### config.mk
export PLATFORM = sky130hd
export DESIGN_NAME = sin_datapath
export DESIGN_NICKNAME = d
export VERILOG_FILES = /design/src/rtl/sin_datapath.sv
export SDC_FILE = /design/constraint.sdc
export NUM_CORES = 1
export LEC_CHECK = 0
export BUFFER_PORTS_ARGS = -buffer_cell sky130_fd_sc_hd__buf_4
export CORE_MARGIN = 2
export CORE_UTILIZATION = 32
export CTS_CLUSTER_DIAMETER = 80
export DETAILED_ROUTE_END_ITERATION = 10
export HOLD_SLACK_MARGIN = 0.15
export PLACE_DENSITY_LB_ADDON = 0.05
export SLEW_MARGIN = 10
export SYNTH_ARGS = -nofsm -noshare
export SYNTH_HDL_FRONTEND = slang
export SYNTH_SLANG_ARGS = --single-unit
### constraint.sdc
create_clock -name clk -period 10.1 [get_ports clk]
set_input_delay 2.02 -clock clk [delete_from_list [all_inputs] [get_ports clk]]
set_output_delay 2.02 -clock clk [all_outputs]
set_load 0.01 [all_outputs]
### src/rtl/sin_datapath.sv
// sin_datapath: datapath half of the iterative Taylor-series sine unit.
// Evaluates sin(x) = x - x^3/3! + x^5/5! - ... in signed Qm.FRAC fixed point,
// one register update per control pulse from the paired sin_controller.
// Optional feature macro: SIN_DP_ROUND_EN
//   defined   -> fxmul rounds half up (adds 2^(FRAC-1) before the shift)
//   undefined -> fxmul truncates (round toward -inf)
module sin_datapath #(
  parameter int WIDTH   = 16,
  parameter int FRAC    = 14,
  parameter int N_TERMS = 4
) (
  input  logic                    clk,
  input  logic                    rst_n,
  input  logic signed [WIDTH-1:0] x,
  input  logic                    init_xpowertwo,
  input  logic                    load_xpowertwo,
  input  logic                    init_mult_reg,
  input  logic                    load_mult_reg,
  input  logic                    sel_mult_in,
  input  logic                    init_result,
  input  logic                    load_result,
  input  logic                    init_counter,
  input  logic                    inc_counter,
  output logic signed [WIDTH-1:0] result,
  output logic                    co
);

  localparam int CNT_W = (N_TERMS > 1) ? $clog2(N_TERMS) : 1;
  localparam int PW    = 2 * WIDTH;

  localparam logic [CNT_W-1:0]        CNT_MAX = CNT_W'(N_TERMS - 1);
  localparam logic [CNT_W-1:0]        CNT_ONE = CNT_W'(1);
  localparam logic signed [WIDTH-1:0] MAX_S   = {1'b0, {(WIDTH-1){1'b1}}};
  localparam logic signed [WIDTH-1:0] MIN_S   = {1'b1, {(WIDTH-1){1'b0}}};
`ifdef SIN_DP_ROUND_EN
  localparam logic signed [PW-1:0]    RND_C   = {{(PW-1){1'b0}}, 1'b1} <<< (FRAC - 1);
`endif

  // Clamp a full-width product back into the WIDTH signed range.
  function automatic logic signed [WIDTH-1:0] sat_prod(input logic signed [PW-1:0] v);
    logic signed [WIDTH-1:0] r;
    if ((v[PW-1:WIDTH-1] == {(PW-WIDTH+1){1'b0}}) ||
        (v[PW-1:WIDTH-1] == {(PW-WIDTH+1){1'b1}})) begin
      r = v[WIDTH-1:0];
    end else if (v[PW-1]) begin
      r = MIN_S;
    end else begin
      r = MAX_S;
    end
    return r;
  endfunction

  // Clamp a one-bit-extended sum/difference into the WIDTH signed range.
  function automatic logic signed [WIDTH-1:0] sat_acc(input logic [WIDTH:0] v);
    logic signed [WIDTH-1:0] r;
    if (v[WIDTH] == v[WIDTH-1]) begin
      r = v[WIDTH-1:0];
    end else if (v[WIDTH]) begin
      r = MIN_S;
    end else begin
      r = MAX_S;
    end
    return r;
  endfunction

  // Fixed-point multiply: full signed product, optional rounding, >>> FRAC, saturate.
  function automatic logic signed [WIDTH-1:0] fxmul(input logic signed [WIDTH-1:0] a,
                                                    input logic signed [WIDTH-1:0] b);
    logic signed [PW-1:0] pa;
    logic signed [PW-1:0] pb;
    logic signed [PW-1:0] p;
    logic signed [PW-1:0] s;
    pa = {{(PW-WIDTH){a[WIDTH-1]}}, a};
    pb = {{(PW-WIDTH){b[WIDTH-1]}}, b};
    p  = pa * pb;
`ifdef SIN_DP_ROUND_EN
    p  = p + RND_C;
`endif
    s  = p >>> FRAC;
    return sat_prod(s);
  endfunction

  // Series coefficient 1/((2k)(2k+1)) in Q.FRAC, rounded to nearest.
  function automatic logic signed [WIDTH-1:0] coef_calc(input int k);
    int d;
    int q;
    d = (32'sd2 * k) * (32'sd2 * k + 32'sd1);
    q = ((32'sd1 <<< FRAC) + d / 32'sd2) / d;
    return q[WIDTH-1:0];
  endfunction

  // Packs coef(0..N_TERMS-1) into one constant vector; coef(0) is zero.
  function automatic logic [N_TERMS*WIDTH-1:0] build_rom();
    logic [N_TERMS*WIDTH-1:0] rom;
    rom = {(N_TERMS*WIDTH){1'b0}};
    for (int k = 1; k < N_TERMS; k++) begin
      rom[k*WIDTH +: WIDTH] = coef_calc(k);
    end
    return rom;
  endfunction

  localparam logic [N_TERMS*WIDTH-1:0] COEF_ROM = build_rom();

  logic signed [WIDTH-1:0] r_x2;
  logic signed [WIDTH-1:0] r_term;
  logic signed [WIDTH-1:0] r_result;
  logic [CNT_W-1:0]        r_cnt;

  logic signed [WIDTH-1:0] w_coef;
  logic signed [WIDTH-1:0] w_mul_b;
  logic signed [WIDTH-1:0] w_x2_next;
  logic signed [WIDTH-1:0] w_term_next;
  logic [WIDTH:0]          w_acc_wide;
  logic signed [WIDTH-1:0] w_result_next;

  // Coefficient ROM lookup indexed by the term counter.
  always_comb begin
    w_coef = {WIDTH{1'b0}};
    for (int k = 1; k < N_TERMS; k++) begin
      w_coef = (r_cnt == CNT_W'(k)) ? COEF_ROM[k*WIDTH +: WIDTH] : w_coef;
    end
  end

  // Multiplier operand select, products, and alternating-sign accumulate.
  always_comb begin
    w_x2_next   = fxmul(x, x);
    w_mul_b     = sel_mult_in ? r_x2 : w_coef;
    w_term_next = fxmul(r_term, w_mul_b);
    // Odd counter values are the negative series terms (x^3, x^7, ...).
    if (r_cnt[0]) begin
      w_acc_wide = {r_result[WIDTH-1], r_result} - {r_term[WIDTH-1], r_term};
    end else begin
      w_acc_wide = {r_result[WIDTH-1], r_result} + {r_term[WIDTH-1], r_term};
    end
    w_result_next = sat_acc(w_acc_wide);
  end

  // x^2 register: cleared by init, loaded with x*x.
  always_ff @(posedge clk or negedge rst_n) begin
    if (!rst_n) begin
      r_x2 <= {WIDTH{1'b0}};
    end else if (init_xpowertwo) begin
      r_x2 <= {WIDTH{1'b0}};
    end else if (load_xpowertwo) begin
      r_x2 <= w_x2_next;
    end
  end

  // Current series term: seeded with x, then multiplied by x^2 and the coefficient.
  always_ff @(posedge clk or negedge rst_n) begin
    if (!rst_n) begin
      r_term <= {WIDTH{1'b0}};
    end else if (init_mult_reg) begin
      r_term <= x;
    end else if (load_mult_reg) begin
      r_term <= w_term_next;
    end
  end

  // Running sum: seeded with x; accumulate reads the pre-update term value.
  always_ff @(posedge clk or negedge rst_n) begin
    if (!rst_n) begin
      r_result <= {WIDTH{1'b0}};
    end else if (init_result) begin
      r_result <= x;
    end else if (load_result) begin
      r_result <= w_result_next;
    end
  end

  // Term counter: clear wins over increment, saturates at the last term.
  always_ff @(posedge clk or negedge rst_n) begin
    if (!rst_n) begin
      r_cnt <= {CNT_W{1'b0}};
    end else if (init_counter) begin
      r_cnt <= {CNT_W{1'b0}};
    end else if (inc_counter && (r_cnt != CNT_MAX)) begin
      r_cnt <= r_cnt + CNT_ONE;
    end
  end

  assign result = r_result;
  assign co     = (r_cnt == CNT_MAX);

endmodule

==> results.ini <==
[logic_synthesis]
synth-seq-cells = 50
synth_nets = 3129
synth_top_area_cell = fa_1
ys_async_sr_fraction_pct = 100.0
synth_ff_type = dfrtp_1
synth.most_common_cell = inv_1
ys_types = 73
yosys-top-cells-count = inv_1, fa_1, nand2_1
synth.avg_cell_area_um2 = 9.028
synthTopCellsByArea = fa_1, inv_1, ha_1
yosysWarnings = 0
syn_inst = 2424
yosys.area.top_type_share_pct = 45.74
synth-seq-area-share_pct = 5.718
synth-edff-count = 0
synth_area_um2 = 21880

[final_layout]
syn2layout_area_growth_pct = 6.438
nets = 3110
instances_no_fill = 3279
drive_gt1_share_pct = 4.821
antenna_cells = 0
fillCellCount = 7100

[clock_tree]
cts_tree = yes
clk_latency_ns = 0.30
cts.sinks = 50
cts.repair.resized = 0
cts_hold_buf = 0
clockRootBuffer = clkbuf_16
post_cts.repair.setup_buffers = 0
clock_path_buffers = 2
cts_buffers = 5
cts_max_level = 2
path_clk_slew_ns = 0.07

[detailed_routing]
ant_nets = 0
avgRoutedWirePerCell_um = 19.59
viasPerCell = 4.708
vias = 15438
drtIter0Drc = 757
post-route-drc-count = 0
wirelength_mm = 64.25
drtPass1Iterations = 5

[sta]
setup_violations = 0
max-slew-margin-rel_pct = 26.30
clock_skew_ns = 0.003891
final_max_slew_viol_count = 0
fin_crit_ns = 9.397
finalHoldViolations = 0
period_share_pct = 93.04
fin_tns_setup_ns = 0
fmax_mhz = 106.4
rsz0062_at_grt = no
setup_ws_ns = 0.7027
tightest_slew_ns = 1.105

[floorplan]
ios = 44
start_util_pct = 32.47
dieArea_um2 = 70490
rows = 95
die_h_um = 265.5
die_x_um = 265.5
core_um2 = 67400

[hold_path]
hold_path.class = flop to flop
holdCritStartpoint = r_x2[15]$_DFFE_PN0P_
min_to = r_x2[15]$_DFFE_PN0P_
hold_depth = 2

[global_routing]
grt_overflow = 0
grt_pass1_vias = 17315
grt_usage_pct = 19.03
grt_start_max_net_pins = 51
antenna_found_initial = 3
grt_pass1_wl_mm = 103.0

[place]
pre_cts_slack_ns = 0.4839
gp_routability_congestion = 0.8279
dp.cells = 3271
dpl.hpwl_mm = 52.83
port_buffers = 43

[critical_path]
worst_setup_path_start_kind = primary input
cp.arrival_ns = 9.60
reg2reg_depth = 27
reg2reg_to = r_term[7]$_DFFE_PN0P_
reg2reg_from = r_cnt[0]$_DFFE_PN0P_
path_max_fanout = 30
endpoint_kind = flop
r2r_setup_slack_ns = 1.60
crit_required_ns = 10.30
worstSetupPathType = primary input to flop

[run]
drv_cap = 0

[outcome]
status = finished, final reports clean

==> worst max path at each step <==
stage / startpoint / end / slack, ns / cells past startpoint
after floorplan: sel_mult_in / r_term[5]$_DFFE_PN0P_ / 1.40 / 28
after global placement: sel_mult_in / r_term[7]$_DFFE_PN0P_ / 0.61 / 24
after detailed placement: sel_mult_in / r_term[7]$_DFFE_PN0P_ / 0.48 / 24
after CTS: sel_mult_in / r_term[7]$_DFFE_PN0P_ / 0.73 / 24
after global routing: sel_mult_in / r_term[7]$_DFFE_PN0P_ / 0.29 / 25
final: sel_mult_in / r_term[7]$_DFFE_PN0P_ / 0.70 / 24
==> routing by layer <==
layer	global-route usage [%]	up-vias	part of all wire [%]
met2	33.01	195	49
li1	-	7223	-
met3	0.6758	34	1.9
met4	2.260	2	0.93
met1	27.21	7984	48
met5	0	-	0.012
==> cell families after synthesis <==
group | count (synthesis) | share of synthesized area (%)
AOI/OAI and AO/OA | 245 | 7.599
DFF | 50 | 5.718
buffers and inverters | 753 | 13.07
muxes | 8 | 0.3831
xor gates and xnor gates | 85 | 3.402
and+or+nand+nor | 595 | 13.45
adders and majority gates | 688 | 56.38
==> final cells by class <==
| type | instances | area [um2] | area share, % |
|---|---|---|---|
| Timing Repair Buffer | 78 | 585.6 | 2.514 |
| Clock inverter | 2 | 16.27 | 0.06983 |
| Sequential cell | 50 | 1251 | 5.372 |
| Clock buffer | 6 | 138.9 | 0.5963 |
| Multi-Input combinational cell | 1621 | 17770 | 76.30 |
| Tap cell | 873 | 1092 | 4.690 |
| Inverter | 649 | 2436 | 10.46 |
==> per-stage QoR <==
stage	area [um2]	hold WS (ns)	util, %
after floorplan	21880	0.4497	-
final	23290	0.5034	34.56
after CTS	23290	0.5069	34.56
after global routing	23290	0.5533	34.56
after global placement	23140	0.4871	34.33
after detailed placement	23140	0.4894	34.33
==> cells in the final DEF (no fill, tap or decap), types with 12 or more instances in the layout <==
cell type	instances
nand3_1	22
a21oi_1	72
a211oi_1	12
a21o_1	19
xor2_1	25
dfrtp_1	50
a221o_1	15
nor3_1	18
o21ai_0	46
buf_4	78
and2_1	85
nor2b_1	48
and3_1	51
ha_1	178
nand2_1	227
inv_1	646
xnor2_1	60
nand2b_1	17
fa_1	500
nor2_1	88
==> flip-flops by register name, summed over array words and instances (netlist names) <==
signal,flops
r_term,16
r_cnt,2
result,16
r_x2,16
==> critical path, cell delays in order <==
cell and delay, ns:
buf_4 0.34, buf_4 0.35, and2_1 0.53, nand2_1 0.18
fa_1 0.57, inv_1 0.06, fa_1 0.48, fa_1 0.57
fa_1 0.47, fa_1 0.50, inv_1 0.05, fa_1 0.48
inv_1 0.04, ha_1 0.38, nand4_1 0.25, a211oi_1 0.28
nor2_1 0.13, nand2_1 0.10, o31a_1 0.30, a31oi_1 0.16
xnor2_1 0.42, a21o_1 0.41, o21ai_0 0.20, a221oi_1 0.29
Power is not shown: default switching activity piles up to over one toggle a cycle in this logic, so the estimate is an artifact.
